$ cat src/rtl/shift_sequencer.sv
// Multi-cycle barrel shifter: one binary stage (16, 8, 4, 2, 1) per clock,
// so every shift takes exactly five SHIFT cycles regardless of shamt.
module shift_sequencer (
    input  logic        clock,
    input  logic        reset,
    input  logic        start,
    input  logic        op,
    input  logic [31:0] data_in,
    input  logic [4:0]  shamt,
    output logic [31:0] data_out,
    output logic        busy,
    output logic        done
);

    localparam logic [1:0] IDLE  = 2'd0;
    localparam logic [1:0] SHIFT = 2'd1;
    localparam logic [1:0] DONE  = 2'd2;

    logic [1:0]  state;
    logic [2:0]  counter;
    logic [31:0] work;
    logic [4:0]  amt;
    logic        op_r;
    logic [31:0] shifted;
    logic        stage_sel;
    logic [31:0] work_next;
    logic        accept;

    assign accept    = start && ((state == IDLE) || (state == DONE));
    assign busy      = (state == SHIFT);
    assign done      = (state == DONE);
    assign work_next = stage_sel ? shifted : work;

    // op_r = 1 replicates bit 31 into the vacated upper bits; op_r = 0 zero-fills from the bottom.
    always_comb begin
        shifted   = work;
        stage_sel = 1'b0;
        case (counter)
            3'd4: begin
                stage_sel = amt[4];
                shifted   = op_r ? {{16{work[31]}}, work[31:16]} : {work[15:0], 16'b0};
            end
            3'd3: begin
                stage_sel = amt[3];
                shifted   = op_r ? {{8{work[31]}}, work[31:8]} : {work[23:0], 8'b0};
            end
            3'd2: begin
                stage_sel = amt[2];
                shifted   = op_r ? {{4{work[31]}}, work[31:4]} : {work[27:0], 4'b0};
            end
            3'd1: begin
                stage_sel = amt[1];
                shifted   = op_r ? {{2{work[31]}}, work[31:2]} : {work[29:0], 2'b0};
            end
            3'd0: begin
                stage_sel = amt[0];
                shifted   = op_r ? {work[31], work[31:1]} : {work[30:0], 1'b0};
            end
            default: begin
                stage_sel = 1'b0;
                shifted   = work;
            end
        endcase
    end

    always_ff @(posedge clock or posedge reset) begin
        if (reset) begin
            state    <= IDLE;
            counter  <= 3'd0;
            work     <= 32'h0000_0000;
            amt      <= 5'd0;
            op_r     <= 1'b0;
            data_out <= 32'h0000_0000;
        end else if (accept) begin
            work    <= data_in;
            amt     <= shamt;
            op_r    <= op;
            counter <= 3'd4;
            state   <= SHIFT;
        end else if (state == SHIFT) begin
            work <= work_next;
            // Counter stops at zero; the stage-0 edge publishes the result.
            if (counter == 3'd0) begin
                data_out <= work_next;
                state    <= DONE;
            end else begin
                counter <= counter - 3'd1;
            end
        end else begin
            state <= IDLE;
        end
    end

endmodule

$ cat config.mk
export PLATFORM = sky130hd
export DESIGN_NAME = shift_sequencer
export DESIGN_NICKNAME = d
export VERILOG_FILES = /design/src/rtl/shift_sequencer.sv
export SDC_FILE = /design/constraint.sdc
export NUM_CORES = 1
export LEC_CHECK = 0
export ABC_AREA = 1
export ABC_CLOCK_PERIOD_IN_PS = 2550
export CORE_UTILIZATION = 55
export DETAILED_ROUTE_END_ITERATION = 8
export DONT_BUFFER_PORTS = 1
export GPL_TIMING_DRIVEN = 0
export PLACE_DENSITY_LB_ADDON = 0.15
export SKIP_CTS_REPAIR_TIMING = 1
export SKIP_LAST_GASP = 1
export SYNTH_ARGS = -nofsm -noshare
export SYNTH_HDL_FRONTEND = slang
export SYNTH_SLANG_ARGS = --single-unit
$ cat constraint.sdc
create_clock -name clock -period 2.55 [get_ports clock]
set_input_delay 0.3825 -clock clock [delete_from_list [all_inputs] [get_ports clock]]
set_output_delay 0.3825 -clock clock [all_outputs]
set_load 0.005 [all_outputs]
# After elaboration in Yosys (flattened, before gate mapping)
# Index checks and enable logic that the tools add are counted.
[totals] register_bits=75 in_bits=41 output_inout_bits=34
[classes] add_sub_neg=1 eq_ne=8 muxes=16 n_bitwise=1 n_reduce_logical=7
[ops] operator="32-bit 2-to-1 mux" count=8
[ops] operator="32-bit one-hot mux with 5 select lines" count=1
[ops] operator="3-bit 2-to-1 mux" count=3
[ops] operator="3-bit by 2-bit equality test with 1-bit output, second input constant" count=2
[ops] operator="2-bit 2-to-1 mux" count=3
[ops] operator="1-bit one-hot mux with 5 select lines" count=1
[ops] operator="3-bit by 1-bit equality test with 1-bit output, second input constant" count=1
[ops] operator="3-bit equality test, second input constant" count=1
[ops] operator="3-bit logical NOT" count=1
[ops] operator="3-bit by 1-bit inequality test with 1-bit output, second input constant" count=1
[ops] operator="3-bit AND reduction" count=1
[ops] operator="3-bit by 1-bit subtractor with 3-bit output, second input constant" count=1
[ops] operator="2-bit by 1-bit equality test with 1-bit output, second input constant" count=1
[ops] operator="2-bit equality test, second input constant" count=1
[ops] operator="2-bit logical NOT" count=1
[ops] operator="2-bit inequality test, second input constant" count=1
[ops] operator="2-bit AND reduction" count=1
[ops] operator="2-bit nonzero test" count=1
[ops] operator="1-bit logical AND" count=1
[ops] operator="1-bit logical OR" count=1
[ops] operator="1-bit NOT" count=1

# Longest topological paths before layout
# Gate-level depths: netlist of the first run.
[depth] ltp_word=5 ltp_mapped=13 depth_no_buf=12

# Worst setup path before layout of the first run
# No wires, ideal clock.
[synth_path] kind="flip-flop to flip-flop" startpoint="register counter[0]" endpoint="register work[2]" arrival_time_ns=1.655 t_required_ns=2.433 path_slack_ns=0.778 path_stages_with_launch=14 n_path_buf=2 synth_period_minus_slack_ns=1.772 cell_sequence="dfrtp_1 inv_1 ha_1 inv_2 nor2_4 nand2_1 nand2_1 nor2_4 inv_2 buf_6 buf_6 nand3_1 nand3_1 nand2_1"
[synth_between] elab_chain_cells=5
[synth_lines] element="start, declared" line_no="20" source="logic [2:0] counter;"
[synth_lines] element="start signal, assigned" line_no="87" source="counter <= counter - 3'd1;"
[synth_lines] element="3-bit by 1-bit equality test with 1-bit output, or another cell as far along" line_no="38" source="case (counter)"
[synth_lines] element="32-bit one-hot mux with 5 select lines or 1-bit one-hot mux with 5 select lines (tied branches)" line_no="38"
[synth_lines] element="32-bit 2-to-1 mux *" line_no="32" source="assign work_next = stage_sel ? shifted : work;"
[synth_lines] element="32-bit 2-to-1 mux *" line_no="80" source="end else if (state == SHIFT) begin"
[synth_lines] element="32-bit 2-to-1 mux *" line_no="74" source="end else if (accept) begin"
[synth_lines] element="end signal, assigned" line_no="75" source="work <= data_in;"
[synth_lines] element="end signal, assigned" line_no="81" source="work <= work_next;"
[synth_lines] element="end, declared" line_no="21" source="logic [31:0] work;"
# Mark *: on every way between the ends. The rest lies on a longest branch, timed or not. The select of a mux whose other input is x is not followed.
# A chain may end at the register's enable or synchronous reset.

# Worst setup path in the final report of the first run
[layout_path] startpoint="register counter[0]" endpoint="register data_out[29]"
[layout_between] elab_chain_cells=3
[layout_lines] element="3-bit by 1-bit equality test with 1-bit output, or another cell as far along" line_no="38"
[layout_lines] element="32-bit one-hot mux with 5 select lines or 1-bit one-hot mux with 5 select lines (tied branches)" line_no="38"
[layout_lines] element="32-bit 2-to-1 mux" line_no="32"
[layout_lines] element="end signal, assigned" line_no="84" source="data_out <= work_next;"
[layout_lines] element="end, declared" line_no="10" source="output logic [31:0] data_out,"
# Several ways; a longest one is shown, not always the timed one.

==> flow_summary.toml, run 1 <==
[clock_network]
cts-root-buf = "clkbuf_8"
cts_sinks = 75
cts_tree = "yes"
cts_buffer_depth = 2
cts_max_level = 3
path_clk_slew_ns = 0.08
numCtsBuffers = 9
clock_latency_ns = 0.37

[flow_run]
max_cap_viol_count = 0

[route]
wire_per_inst_um = 20.4
route.detailed.drc = 0
firstDrtPassIters = 6
drt_iter0_drc = 801
final_antenna_net_count = 0
viasPerCell = 6.09
drt_wl_total_mm = 20.6
route.vias.total = 6159

[setup_path]
reg2reg_setup_slack_ns = 0.06
worstSetupPathType = "reg -> reg"
critPathRequiredTime_ns = 2.80
endpoint_kind = "flip-flop"
worst-endpoint-arrival_ns = 2.74
path_max_fanout = 10
crit_path_start_kind = "flip-flop"

[place]
dp.final_hpwl_mm = 15.4
place_area_um2 = 5520
place_congestion = 1.03
port_buffers = 0
dpl_worst_slack_ns = 0.177

[grt]
grt_max_degree = 76
overflow = 0
grt_use_total = 0.426
grt_pass1_wl_mm = 31.7
grt_pass1_vias = 5748
antenna_found_initial = 0

[cells_and_area]
n_antenna_cell = 0
final_common_cell = "nand2_1"
areaGrowthSynthToFinish_pct = 6.61
final_nets = 924
final_cell_area_um2 = 5710
drive_above_1_share = 0.0669
final_cell_mix = "nand2_1, nand3_1, inv_1"
fillers = 890

[logic_synthesis]
synth_cell_type_count = 22
synth_sequential_area_ratio = 0.350
ys_ff_latch = 75
syn_area_per_cell_um2 = 6.18
synth_area_um2 = 5360
syn-num-nets = 913
ys_top_cells_by_area = "dfrtp_1, nand2_1, nand3_1"
netlist_instances = 867
synth_top_area_share = 0.350
yosys_warnings = 0
synth_area_leader_cell = "dfrtp_1"

[timing]
holdWs_ns = 0.0854
final.setup.tns_ns = 0
clock_skew_ns = 0.0154
setup_viol = 0
layout_min_cycle_time_ns = 2.49
worst_pin_slew_ns = 0.911
fmax_mhz = 402
hold_violations = 0
layout_setup_ws_ns = 0.0613
slew_headroom = 0.393
final_max_slew_viol_count = 0
rsz0062_at_grt = "no"
finalCritPeriodShare = 0.976

[die]
die-height_um = 101
start_util = 0.574
io_pins = 75
fp-row-count = 35
die_w_um = 101
die-area_um2 = 10100
coreArea_um2 = 9330

[pwr]
p_comb_frac = 0.652
power.switching_uw = 5240
p_int_uw = 3830
irDropWorstVdd_mv = 0.933
clkPwrFrac = 0.103
swShare = 0.578
leakage_uw = 0.00307
power_density_nw_per_um2 = 1590
p_seq_frac = 0.245

[outcome]
status = "finished, final reports clean"

[worst_hold_path]
min_path_type = "in -> async"
==> worst max-delay path, cell delays in order, from the launching register on <==
cell and delay (ns):
dfrtp_1 0.41, inv_1 0.15, ha_1 0.28, nand2_1 0.30, nor2_2 0.51, inv_1 0.28
buf_2 0.27, nand2_1 0.10, nand2_1 0.07
==> cells in the mapped netlist (all sizes together) <==
library cell  number
nor2              67
nand2            349
nand4              1
inv               83
nand3            161
o21ai             53
o211ai             1
clkbuf            13
dfrtp             75
o22ai              2
a21oi              6
buf               28
ha                 5
nand3b            20
clkinv             1
nor3               2
==> cells by family after synthesis <==
group	after synthesis	share of synthesized area
simple gates	600	0.481
fa+ha+maj	5	0.0117
compound gates	62	0.0589
buf+inv	125	0.0977
flops	75	0.350
==> final cells by class <==
| type | count | area (um2) | share of cell area |
|---|---|---|---|
| multi-input cells | 667 | 2960 | 0.518 |
| flip-flops and latches | 75 | 1880 | 0.329 |
| inverters | 84 | 318 | 0.0557 |
| plain buffers | 41 | 208 | 0.0364 |
| well taps | 129 | 161 | 0.0283 |
| clock buffers | 9 | 124 | 0.0217 |
| clock inverters | 6 | 66.3 | 0.0116 |
==> state kept, by name (all words and copies together) (netlist names) <==
name,count
data_out,32
work,32
amt,5
counter,3
state,2
op_r,1
==> metrics by stage <==
stage                     cells  power (uW)  utilization
after floorplan             867        6080            -
after detailed placement    996        7870        0.592
after global placement      996        7710        0.591
after global routing       1011        9690        0.612
after CTS                  1011        8830        0.612
final                      1011        9080        0.612
==> power groups by stage <==
stage / Clock [uW] / Sequential [uW] / Combinational (uW)
after floorplan: 0 / 2100 / 3980
after global placement: 0 / 2210 / 5500
after detailed placement: 0 / 2230 / 5650
after CTS: 939 / 2220 / 5680
after global routing: 982 / 2280 / 6430
final: 932 / 2230 / 5920
==> layer usage <==
| metal | vias up | global-route usage | part of all wire |
|---|---|---|---|
| li1 | 2780 | - | - |
| met1 | 2818 | 0.565 | 0.39 |
| met2 | 485 | 0.659 | 0.44 |
| met3 | 76 | 0.0957 | 0.12 |
| met4 | 0 | 0.205 | 0.041 |
| met5 | - | 0 | 0 |
==> final timing paths <==
| kind | startpoint | to | cells past startpoint |
|---|---|---|---|
| setup / recovery | counter[0] | data_out[29] | 8 |
| hold / removal | reset | work[23] | 1 |
| setup reg to reg | counter[0] | data_out[29] | 8 |
| hold reg to reg | amt[2] | amt[2] | 2 |
| max in group asynchronous | reset | data_out[2] | 1 |
| min in group clock | shamt[2] | amt[2] | 2 |
No activity file was read; power rests on OpenSTA's default activity.
==> run 2, diff against run 1 <==
- MAX_ROUTING_LAYER: default -> met4
==> flow_summary.toml, run 2 (same netlist as run 1, synthesis figures left out) <==
[grt]
grt_pass1_vias = 5703
overflow = 0
grt_max_degree = 76
antenna_found_initial = 0
grt_pass1_wl_mm = 31.1
grt_use_total = 0.428

[route]
drt_iter0_drc = 665
route.vias.total = 6143
viasPerCell = 6.08
final_antenna_net_count = 0
wire_per_inst_um = 20.0
drt_wl_total_mm = 20.3
route.detailed.drc = 0
firstDrtPassIters = 5

[clock_network]
clock_latency_ns = 0.37
cts-root-buf = "clkbuf_8"
cts_max_level = 3
cts_sinks = 75
cts_buffer_depth = 2
numCtsBuffers = 9
cts_tree = "yes"
path_clk_slew_ns = 0.09

[timing]
slew_headroom = 0.381
fmax_mhz = 406
clock_skew_ns = 0.0135
final.setup.tns_ns = 0
setup_viol = 0
layout_setup_ws_ns = 0.0874
rsz0062_at_grt = "no"
holdWs_ns = 0.0897
final_max_slew_viol_count = 0
worst_pin_slew_ns = 0.929
hold_violations = 0
finalCritPeriodShare = 0.966
layout_min_cycle_time_ns = 2.46

[pwr]
power_density_nw_per_um2 = 1590
irDropWorstVdd_mv = 0.898
leakage_uw = 0.00309

[cells_and_area]
final_nets = 924
fillers = 931
reg.largest.list = "data_out (32), work (32), amt (5)"
drive_above_1_share = 0.0669
areaGrowthSynthToFinish_pct = 7.08
n_antenna_cell = 0
ff_latch_area_um2 = 1880
final_common_cell = "nand2_1"
final_cell_mix = "nand2_1, nand3_1, inv_1"
fin_util = 0.615
multi_input_area_um2 = 2960

[place]
dpl_worst_slack_ns = 0.191
place_congestion = 1.05
dp.final_hpwl_mm = 15.3
port_buffers = 0

[die]
die_w_um = 101
fp-row-count = 35
start_util = 0.574
die-height_um = 101
coreArea_um2 = 9330
die-area_um2 = 10100
io_pins = 75

[setup_path]
critPathRequiredTime_ns = 2.81
worst-endpoint-arrival_ns = 2.72
path_buf_inv = 3
path_max_fanout = 10
worstSetupPathType = "reg -> reg"
critPathMaxStageDelay_ns = 0.61
cp_top_family = "simple AND/OR/NAND/NOR gates"
crit_path_start_kind = "flip-flop"
cp_cell_sequence = "nor2_1 > inv_1 > nor2_2 > inv_1 > buf_2 > nand2_1 > nand2_1"
endpoint_kind = "flip-flop"
cpMaxStageDelayCell = "nor2_1"

[flow_run]
max_cap_viol_count = 0

[worst_hold_path]
min_path_type = "in -> async"

[outcome]
status = "finished, final reports clean"
run 2: cell count changes in the layout (fill, tap and decap cells not counted):
cell	previous run	this run
clkbuf_8	9	10
clkinv_2	1	2
inv_6	1	0
bufinv_16	1	2
clkinvlp_4	3	1
run 2: metrics by stage:
step | cell area [um2] | power (uW) | cells
after global placement | 5520 | 7690 | 996
after CTS | 5730 | 8900 | 1011
after detailed placement | 5520 | 7840 | 996
after global routing | 5730 | 9770 | 1011
after floorplan | 5360 | 6080 | 867
final | 5730 | 9130 | 1011
run 2: final cells by class:
type | count | share of cell area
Multi-Input combinational cell | 667 | 0.515
Sequential cell | 75 | 0.327
Inverter | 84 | 0.0554
Buffer | 41 | 0.0362
Tap cell | 129 | 0.0281
Clock buffer | 10 | 0.0240
Clock inverter | 5 | 0.0135
run 2: report_power, final:
group | internal [uW] | switching, uW
sequential | 1810 | 415
combinational | 1570 | 4280
clock | 569 | 483
run 2: metal layers:
| metal | wire (um) | track usage | vias up |
|---|---|---|---|
| li1 | - | - | 2772 |
| met1 | 8100 | 0.551 | 2833 |
| met2 | 8970 | 0.652 | 458 |
| met3 | 2300 | 0.0811 | 80 |
| met4 | 892 | 0.202 | 0 |
| met5 | 0 | - | - |
run 2: path summary, 6_finish.rpt:
path | slack [ns] | endpoint | cells after the start | start
max | 0.09 | data_out[11] | 7 | state[1]
min | 0.09 | data_out[14] | 1 | reset
max reg2reg | 0.09 | data_out[11] | 7 | state[1]
min reg2reg | 0.51 | data_out[16] | 2 | data_out[16]
max in group asynchronous | 1.85 | amt[3] | 1 | reset
min in group clock | 0.13 | amt[2] | 2 | shamt[2]
==> run 3, diff against run 2 <==
- CORE_UTILIZATION: 55 -> 35
- MAX_ROUTING_LAYER: met4 -> default
==> flow_summary.toml, run 3 (same netlist as run 1, synthesis figures left out) <==
[die]
die-height_um = 126
start_util = 0.363
coreArea_um2 = 14800
die_w_um = 126
io_pins = 75
die-area_um2 = 15800
fp-row-count = 44

[timing]
final_max_slew_viol_count = 0
clock_skew_ns = 0.00577
finalCritPeriodShare = 0.922
hold_violations = 0
fmax_mhz = 425
slew_headroom = 0.587
layout_setup_ws_ns = 0.198
holdWs_ns = 0.135
layout_min_cycle_time_ns = 2.35
rsz0062_at_grt = "no"
setup_viol = 0
worst_pin_slew_ns = 0.619

[grt]
grt_pass1_wl_mm = 32.3
antenna_found_initial = 0
grt_pass1_vias = 5402
overflow = 0
grt_max_degree = 45
grt_use_total = 0.272

[clock_network]
clock_latency_ns = 0.35
numCtsBuffers = 9
path_clk_slew_ns = 0.06
cts-root-buf = "clkbuf_16"
cts_tree = "yes"
cts_max_level = 3
cts_buffer_depth = 2
cts_sinks = 75

[route]
viasPerCell = 5.37
drt_wl_total_mm = 21.0
drt_iter0_drc = 552
firstDrtPassIters = 5
wire_per_inst_um = 19.6
final_antenna_net_count = 0
route.vias.total = 5740
route.detailed.drc = 0

[pwr]
swShare = 0.551
clkPwrFrac = 0.142
p_seq_frac = 0.236
power_density_nw_per_um2 = 1570
leakage_uw = 0.00314
irDropWorstVdd_mv = 0.660
p_total_uw = 9320
p_int_uw = 4180
p_comb_frac = 0.621
power.switching_uw = 5140

[place]
dpl_worst_slack_ns = 0.228
port_buffers = 0
place_area_um2 = 5620
place_congestion = 0.976
placed_cells = 1052
dp.final_hpwl_mm = 16.2

[cells_and_area]
final_common_cell = "nand2_1"
n_antenna_cell = 0
final_cell_mix = "nand2_1, nand3_1, inv_1"
multi_input_area_um2 = 2960
ff_latch_area_um2 = 1880
layout.cells.non_filler = 1069
areaGrowthSynthToFinish_pct = 10.8
fillers = 1672
reg.largest.list = "data_out (32), work (32), amt (5)"
final_nets = 926
drive_above_1_share = 0.0689
final_cell_area_um2 = 5930

[setup_path]
path_max_fanout = 10
worst-endpoint-arrival_ns = 2.58
critPathMaxStageDelay_ns = 0.40
path_buf_inv = 5
reg2reg_setup_slack_ns = 0.20
crit_path_start_kind = "flip-flop"
worstSetupPathType = "reg -> reg"
cpMaxStageDelayCell = "dfrtp_1"
cp_top_family = "simple AND/OR/NAND/NOR gates"
cp_cell_sequence = "inv_1 > ha_1 > inv_2 > nor2_4 > nand2_1 > nand2_1 > nor2_4 > inv_2 > buf_6 > buf_6 > nand2_2 > nand3_1 > nand2_1"
critPathRequiredTime_ns = 2.78
crit_top_cell = "nand2_1"
endpoint_kind = "flip-flop"

[worst_hold_path]
min_path_type = "in -> reg"

[outcome]
status = "finished, final reports clean"

[flow_run]
max_cap_viol_count = 0
run 3: cell types whose count changed in the layout (fill, tap and decap cells not counted):
cell,previous run,this run
nor2_2,2,3
dlygate4sd3_1,0,1
clkbuf_8,10,1
buf_16,0,1
clkinv_2,2,0
nor2_1,63,62
clkbuf_16,0,9
clkbuf_1,13,14
inv_6,0,1
clkinvlp_4,1,3
bufinv_16,2,1
run 3: final cells by class:
class	instances	area share
multi-input cells	667	0.499
flip-flops and latches	75	0.316
inverters	84	0.0536
clock buffers	11	0.0409
well taps	184	0.0388
plain buffers	41	0.0350
clock inverters	5	0.0103
repair buffers	2	0.00633
run 3: worst paths after layout:
check                      cells past startpoint           end  startpoint
setup / recovery                              13  data_out[31]  counter[0]
hold / removal                                 2        amt[1]    shamt[1]
setup reg to reg                              13  data_out[31]  counter[0]
hold reg to reg                                2        amt[4]      amt[4]
max in group asynchronous                      3       work[7]       reset
min in group asynchronous                      2      work[20]       reset
run 3: worst register-to-register path, cell delays in order, from the launching register on:
cell     delay [ns]
dfrtp_1        0.40
inv_1          0.15
ha_1           0.28
inv_2          0.07
nor2_4         0.30
nand2_1        0.09
nand2_1        0.11
nor2_4         0.09
inv_2          0.07
buf_6          0.17
buf_6          0.19
nand2_2        0.08
nand3_1        0.18
nand2_1        0.07
run 3: per-stage QoR:
step                      TNS (ns)   util
after floorplan                  0      -
after global placement      -54.59  0.379
after detailed placement         0  0.381
after CTS                        0  0.401
after global routing             0  0.402
final                            0  0.402
run 3: power by group through the flow:
stage | sequential [uW] | clock, uW | combinational, uW
2_1_floorplan | 2100 | 0 | 3980
3_3_place_gp | 2220 | 0 | 5690
3_5_place_dp | 2220 | 0 | 5680
4_1_cts | 2210 | 1360 | 5700
5_1_grt | 2280 | 1400 | 6420
6_report | 2200 | 1330 | 5790
run 3: routing by layer:
metal / up-vias / global-route usage / routed length [um]
met3: 33 / 0.0467 / 1540
met2: 232 / 0.413 / 9280
met4: 0 / 0.0839 / 415
li1: 2798 / - / -
met5: - / 0 / 0
met1: 2677 / 0.393 / 9770
